`src/rtl/apb_completer_mem.sv`:
```
// APB3 completer with a word-addressed memory bank, programmable wait states,
// error responses for bad or read-only addresses and a sticky protocol-violation flag.
module apb_completer_mem #(
  parameter int                    ADDR_WIDTH = 32,
  parameter int                    DATA_WIDTH = 32,
  parameter int                    DEPTH      = 64,
  parameter logic [ADDR_WIDTH-1:0] BASE_ADDR  = '0,
  parameter int                    RO_WORDS   = 4
) (
  input  logic                  PCLK,
  input  logic                  PRESET,
  input  logic                  PSEL,
  input  logic                  PENABLE,
  input  logic                  PWRITE,
  input  logic [ADDR_WIDTH-1:0] PADDR,
  input  logic [DATA_WIDTH-1:0] PWDATA,
  input  logic [3:0]            wait_cfg,
  output logic [DATA_WIDTH-1:0] PRDATA,
  output logic                  PREADY,
  output logic                  PSLVERR,
  output logic                  proto_err,
  output logic [15:0]           xfer_count
);

  localparam int LANES = DATA_WIDTH / 8;
  localparam int LSB   = $clog2(LANES);
  localparam int IDX_W = $clog2(DEPTH);
  localparam logic [ADDR_WIDTH-1:0] ALIGN_MASK = ADDR_WIDTH'(LANES - 1);

  typedef enum logic [1:0] {IDLE, ACCESS, PERR} state_t;

  state_t                state;
  logic [3:0]            cnt;
  logic [ADDR_WIDTH-1:0] lat_addr;
  logic                  lat_write;
  logic [DATA_WIDTH-1:0] lat_wdata;
  logic [DATA_WIDTH-1:0] mem [DEPTH];

  logic [ADDR_WIDTH-1:0] sel_addr, offset, word;
  logic                  sel_write, in_range, sel_err;
  logic [IDX_W-1:0]      sel_idx;
  logic [DATA_WIDTH-1:0] sel_rdata;

  // In IDLE the live bus is decoded so a zero-wait response can be registered at
  // the setup edge; afterwards only the latched transfer is decoded.
  always_comb begin
    sel_addr  = (state == IDLE) ? PADDR  : lat_addr;
    sel_write = (state == IDLE) ? PWRITE : lat_write;
    offset    = sel_addr - BASE_ADDR;
    word      = offset >> LSB;
    in_range  = (sel_addr >= BASE_ADDR) && (word < ADDR_WIDTH'(DEPTH)) &&
                ((sel_addr & ALIGN_MASK) == '0);
    sel_idx   = word[IDX_W-1:0];
    sel_err   = !in_range || (sel_write && (word < ADDR_WIDTH'(RO_WORDS)));
    sel_rdata = (in_range && !sel_write) ? mem[sel_idx] : '0;
  end

  // NOTE: every register here, including the bank, updates with non-blocking
  // assignments so all reads in this block see pre-edge values.
  always_ff @(posedge PCLK or posedge PRESET) begin
    if (PRESET) begin
      state      <= IDLE;
      cnt        <= '0;
      lat_addr   <= '0;
      lat_write  <= 1'b0;
      lat_wdata  <= '0;
      PRDATA     <= '0;
      PREADY     <= 1'b0;
      PSLVERR    <= 1'b0;
      proto_err  <= 1'b0;
      xfer_count <= '0;
      // NOTE: the bank is deliberately in the reset domain because its
      // post-reset contents are part of the block's contract.
      for (int i = 0; i < DEPTH; i++) begin
        mem[i] <= (i < RO_WORDS) ? DATA_WIDTH'(i) : '0;
      end
    end else begin
      case (state)
        IDLE: begin
          if (PSEL && !PENABLE) begin
            lat_addr  <= PADDR;
            lat_write <= PWRITE;
            lat_wdata <= PWDATA;
            cnt       <= wait_cfg;
            state     <= ACCESS;
            if (wait_cfg == 4'd0) begin
              PREADY  <= 1'b1;
              PSLVERR <= sel_err;
              PRDATA  <= sel_rdata;
            end
          end else if (PSEL && PENABLE) begin
            // Access phase without a setup: answer with an error, touch nothing.
            proto_err <= 1'b1;
            PREADY    <= 1'b1;
            PSLVERR   <= 1'b1;
            PRDATA    <= '0;
            state     <= PERR;
          end
        end

        PERR: begin
          PREADY  <= 1'b0;
          PSLVERR <= 1'b0;
          state   <= IDLE;
        end

        ACCESS: begin
          if (!PSEL) begin
            proto_err <= 1'b1;
            PREADY    <= 1'b0;
            PSLVERR   <= 1'b0;
            PRDATA    <= '0;
            state     <= IDLE;
          end else begin
            if (PADDR != lat_addr || PWRITE != lat_write || PWDATA != lat_wdata) begin
              proto_err <= 1'b1;
            end
            if (PENABLE) begin
              if (PREADY) begin
                if (lat_write && !sel_err) begin
                  mem[sel_idx] <= lat_wdata;
                end
                xfer_count <= xfer_count + 16'd1;
                PREADY     <= 1'b0;
                PSLVERR    <= 1'b0;
                PRDATA     <= '0;
                state      <= IDLE;
              end else begin
                cnt <= cnt - 4'd1;
                if (cnt == 4'd1) begin
                  PREADY  <= 1'b1;
                  PSLVERR <= sel_err;
                  PRDATA  <= sel_rdata;
                end
              end
            end
          end
        end

        default: state <= IDLE;
      endcase
    end
  end

endmodule

```
`config.mk`:
```
export PLATFORM = sky130hd
export DESIGN_NAME = apb_completer_mem
export DESIGN_NICKNAME = d
export VERILOG_FILES = /design/src/rtl/apb_completer_mem.sv
export SDC_FILE = /design/constraint.sdc
export NUM_CORES = 2
export LEC_CHECK = 0
export BUFFER_PORTS_ARGS = -buffer_cell sky130_fd_sc_hd__buf_2
export CAP_MARGIN = 15
export CELL_PAD_IN_SITES_DETAIL_PLACEMENT = 1
export CELL_PAD_IN_SITES_GLOBAL_PLACEMENT = 2
export CORE_MARGIN = 1
export CORE_UTILIZATION = 49
export DETAILED_ROUTE_END_ITERATION = 16
export GPL_ROUTABILITY_DRIVEN = 0
export PLACE_DENSITY_LB_ADDON = 0.1
export REMOVE_ABC_BUFFERS = 1
export SLEW_MARGIN = 20
export SYNTH_ARGS = -nofsm -noshare
export SYNTH_HDL_FRONTEND = slang
export SYNTH_SLANG_ARGS = --single-unit
```
`constraint.sdc`:
```
create_clock -name PCLK -period 161.7 [get_ports PCLK]
set_input_delay 16.17 -clock PCLK [delete_from_list [all_inputs] [get_ports PCLK]]
set_output_delay 16.17 -clock PCLK [all_outputs]
set_load 0.02 [all_outputs]
```
==> results.md <==
- The cell count after synthesis is 7,472.
- Yosys mapped the design onto 67 distinct sky130hd cell types.
- The area added between synthesis and finish is 10.8%.
- In this run, the clock network consumes approximately 34% of the power.
- After global routing the overflow that remains totals 0.
- For the final database, setup skew stands at 0.0242 ns.
- The buffers inserted during post-CTS setup optimization is 0.
- The slowest stage of the critical path is the buf_4 cell.
- Of the cells placed in the final design, the portion with a size suffix greater than 1 is 37.3%.
- Max-cap violations in this run came to 0.
- The vertical die dimension is 443 µm.
- The number of placement rows is about 160.
- The level count of the clock H-tree is 4.
- Setup repair after global routing left no endpoint under its margin.
- The portion of total power attributed to combinational logic is 30.8%.
- The number of fillers in the final layout is 18.9k.
- The number of vias per cell is 6.58.
- Setup slack closes at 141.13 ns.
- The initial antenna violation count is 12.
- Across every metal layer, demand over resource in global routing totals around 36%.
- The largest stage delay on the critical path is 0.71 ns.
- The async set-reset flop share out of synthesis is 100%.
- After the last flow step, the layout net total stands at about 7.4k.
- The pre-antenna-repair detailed-routing pass consisted of 5 iterations.
- In the post-synthesis netlist, the biggest area contributors are dfrtp_1 57%, mux2_2 23%, o22ai_1 5.1%.
- dfrtp_1 takes more of the synthesized area than any other cell.
- The TritonCTS clock tree is yes.
- The count of flip-flops with a built-in enable after synthesis is 0.
- At the end of the flow the core is filled with cells to 54.8%.
- Wires add up to 350,000 µm.
- The fraction of power consumed by sequential logic is a little over a third.
- The floorplan step defined a die boundary enclosing 196,000 µm².
- The TritonCTS sink count is 2,170.
- OpenSTA, run right after detailed placement, puts the worst setup slack at 140.44 ns.
- The critical path is of the input pin to flop type.
- For this design the top-level I/O count stands at 124.
- In the synthesized netlist the dominant register cell turns out to be dfrtp_1.
- The run finished with clean final reports.
- The clock buffer count from CTS is 229.
- The worst setup path is captured at a flop.
- The path category of the worst min-delay check is flop to flop.
- For this design the ratio of total power to cell area is 15.0 nW/µm².
- Timing would allow up to 48.6 MHz.
- The maximum number of pins on one net before global-route repair is 180.
- The setup violation total in the final timing report is 0.
- CTS placed an instance of clkbuf_16 at the clock tree root.
- In this run the static leakage power is 52.0 nW.
- Setup total negative slack on the finished layout was measured at 0 ns.
- The clock-pin slew on the worst setup and hold paths is about 0.06 ns.
- The net switching power of the design is around 0.6 mW.
- Once detailed placement completed, the half-perimeter wirelength came to 201,000 µm.
- Overall power consumption after layout is estimated at 1.59 mW.
- The final routed wire length divided by cell count is 35.0 µm.
- During synthesis, Yosys emitted a total of 0 warnings.
- The standard cell core area is 193,000 µm².
- Counting along the longest clock path gives a buffer depth of 3.
- The insertion delay to the later sink of the worst-skew pair is 0.89 ns.
- At the pin with the least slew margin, the transition time is about 1.2 ns.
- Data on the critical path arrives at its endpoint at 21.38 ns.
- The design internal power is 0.983 mW.
- The netlist area before placement is 95,400 µm².
- dfrtp_1 is the most common cell in the netlist.
- The final cell count without fillers is 10.0k.
- The starting DRC count in detailed routing is 5,603.
- Once the clock tree was built, the resizer swapped 0 gates to a different size.
- Of the total power, the share spent switching nets is 38.1%.
- The number of synthesized register bits is 2,170.
- The final max-slew violation count came to 0.
- The initial utilization of the core area, before any placement, comes to roughly 50%.
- The worst pin sits at a relative slew slack of 20.3%.
- In this run the remaining antenna-violating nets after routing total 0.
- Summing over every cut layer, the via total after detailed routing is 66.0k.
- The count of endpoints failing hold in the final timing report is 0.
- The number of remaining DRC errors is 0.
- The maximum fanout along the worst path is 44.
- The number of hold buffers added after CTS was 0.
- The signal on the critical path passes through buf_2, nand4bb_2, buf_4, and2_4, buf_4, buf_4, buf_4, nor2_1, nor4_1, o21ai_0, a2111oi_0, buf_4, a32o_1.
- The number of global-route vias before repair is 70.3k.
- The worst voltage drop across the vdd grid is 0.0129 mV.
- The global-route wire length before repair is just over 500,000 µm.
- The width of the die is 443 µm.
- The minimum period implied by the final worst setup slack is 20.57 ns.
- The average cell area after synthesis is 12.8 µm².
- The share of the Yosys chip area taken by registers is 56.9%.
- The post-route clock period utilization is 12.7%.
- The share of synthesized area in the top cell type comes to 56.8%.
- After synthesis, the most frequently instantiated cells are 2,166 x dfrtp_1, 1,978 x mux2_2, 775 x o22ai_1.
- During placement, the flow inserted port buffers numbering 123.
- STA puts the critical path data required time at 162.51 ns.
- The cell that appears most often on the critical path is buf_4.
- The startpoint class of the critical path is an input pin.
- The total placed cells including tap cells is 9,593.
-- layer usage --
metal,track usage (%),vias up,part of all wire [%]
li1,-,26900,-
met1,49.4,36100,43
met2,56.2,2309,46
met3,5.29,717,6.2
met4,15.7,2,4.9
met5,0,-,0.0026
-- power by group through the flow --
| stage | Sequential (mW) | Combinational [mW] | Clock, mW |
|---|---|---|---|
| global placement | 0.577 | 0.470 | 0 |
| detailed placement | 0.578 | 0.476 | 0 |
| CTS | 0.568 | 0.479 | 0.539 |
| finish | 0.568 | 0.489 | 0.532 |
| global route | 0.569 | 0.507 | 0.558 |
| floorplan | 0.608 | 0.221 | 0 |
-- critical path: cells and delay by family --
family | cells | cell delay [ns]
AND/OR/NAND/NOR | 4 | 1.19
AO/OA/AOI/OAI | 3 | 0.84
buffers and inverters | 6 | 3.03
-- metrics by stage --
step	hold WS [ns]	area [µm²]
CTS	0.463	106000
detailed placement	0.443	98100
global placement	0.443	98100
global route	0.467	106000
finish	0.461	106000
floorplan	0.452	92200
-- area by class of cell --
type / instances / area [µm²] / area share, %
antenna: 6 / 15.0 / 0.0142
inverter: 27 / 109 / 0.103
tap: 2526 / 3160 / 2.99
multi-input combinational: 4547 / 38300 / 36.2
sequential: 2170 / 54300 / 51.4
clock buffer: 362 / 6870 / 6.50
clock inverter: 59 / 674 / 0.638
timing repair buffer: 323 / 2280 / 2.16
-- cell families after synthesis --
group	synth area share (%)
adder cells (fa/ha/maj)	0.0918
buffers and inverters	3.45
multiplexers	25.2
flip-flops	56.9
AO/OA/AOI/OAI	8.76
AND/OR/NAND/NOR	4.97
XOR/XNOR	0.569
-- sequential cells by signal, indices dropped and copies added, names as in the netlist --
register and cells:
lat_addr 32, PSLVERR 1, lat_write 1, lat_wdata 32, state 2, cnt 4
xfer_count 16, mem 2048, proto_err 1, PRDATA 32, PREADY 1
-- placed cells by master (no fill, tap or decap), types with 30 or more instances in the layout --
cell | synthesis | routed
nor4_1 | 65 | 65
clkbuf_1 | 313 | 72
mux2_2 | 1978 | 1977
xor2_1 | 35 | 35
clkbuf_8 | 0 | 58
nor2_1 | 366 | 365
dfrtp_2 | 0 | 31
a21oi_1 | 305 | 305
or4_1 | 46 | 46
buf_2 | 323 | 123
buf_4 | 11 | 184
o22ai_1 | 775 | 774
dfrtp_1 | 2166 | 2134
a311oi_1 | 30 | 30
nand3_1 | 42 | 42
nand2_1 | 254 | 248
clkinv_2 | 0 | 34
nor3_1 | 88 | 88
clkbuf_16 | 0 | 232
mux2_1 | 145 | 145
nor2_4 | 0 | 64
o21ai_0 | 47 | 46
-- final timing paths --
path / from / endpoint / slack (ns) / cells past startpoint
worst max register to register: state[0] / PRDATA[0] / 155.58 / 15
min in group asynchronous: PRESET / xfer_count[15] / 15.44 / 2
worst max-delay path: PADDR[4] / PRDATA[0] / 141.13 / 13
worst min register to register: proto_err / proto_err / 0.46 / 1
max in group asynchronous: PRESET / mem[1928] / 141.73 / 7
worst min-delay path: proto_err / proto_err / 0.46 / 1
Power figures use the tool's default switching activity.
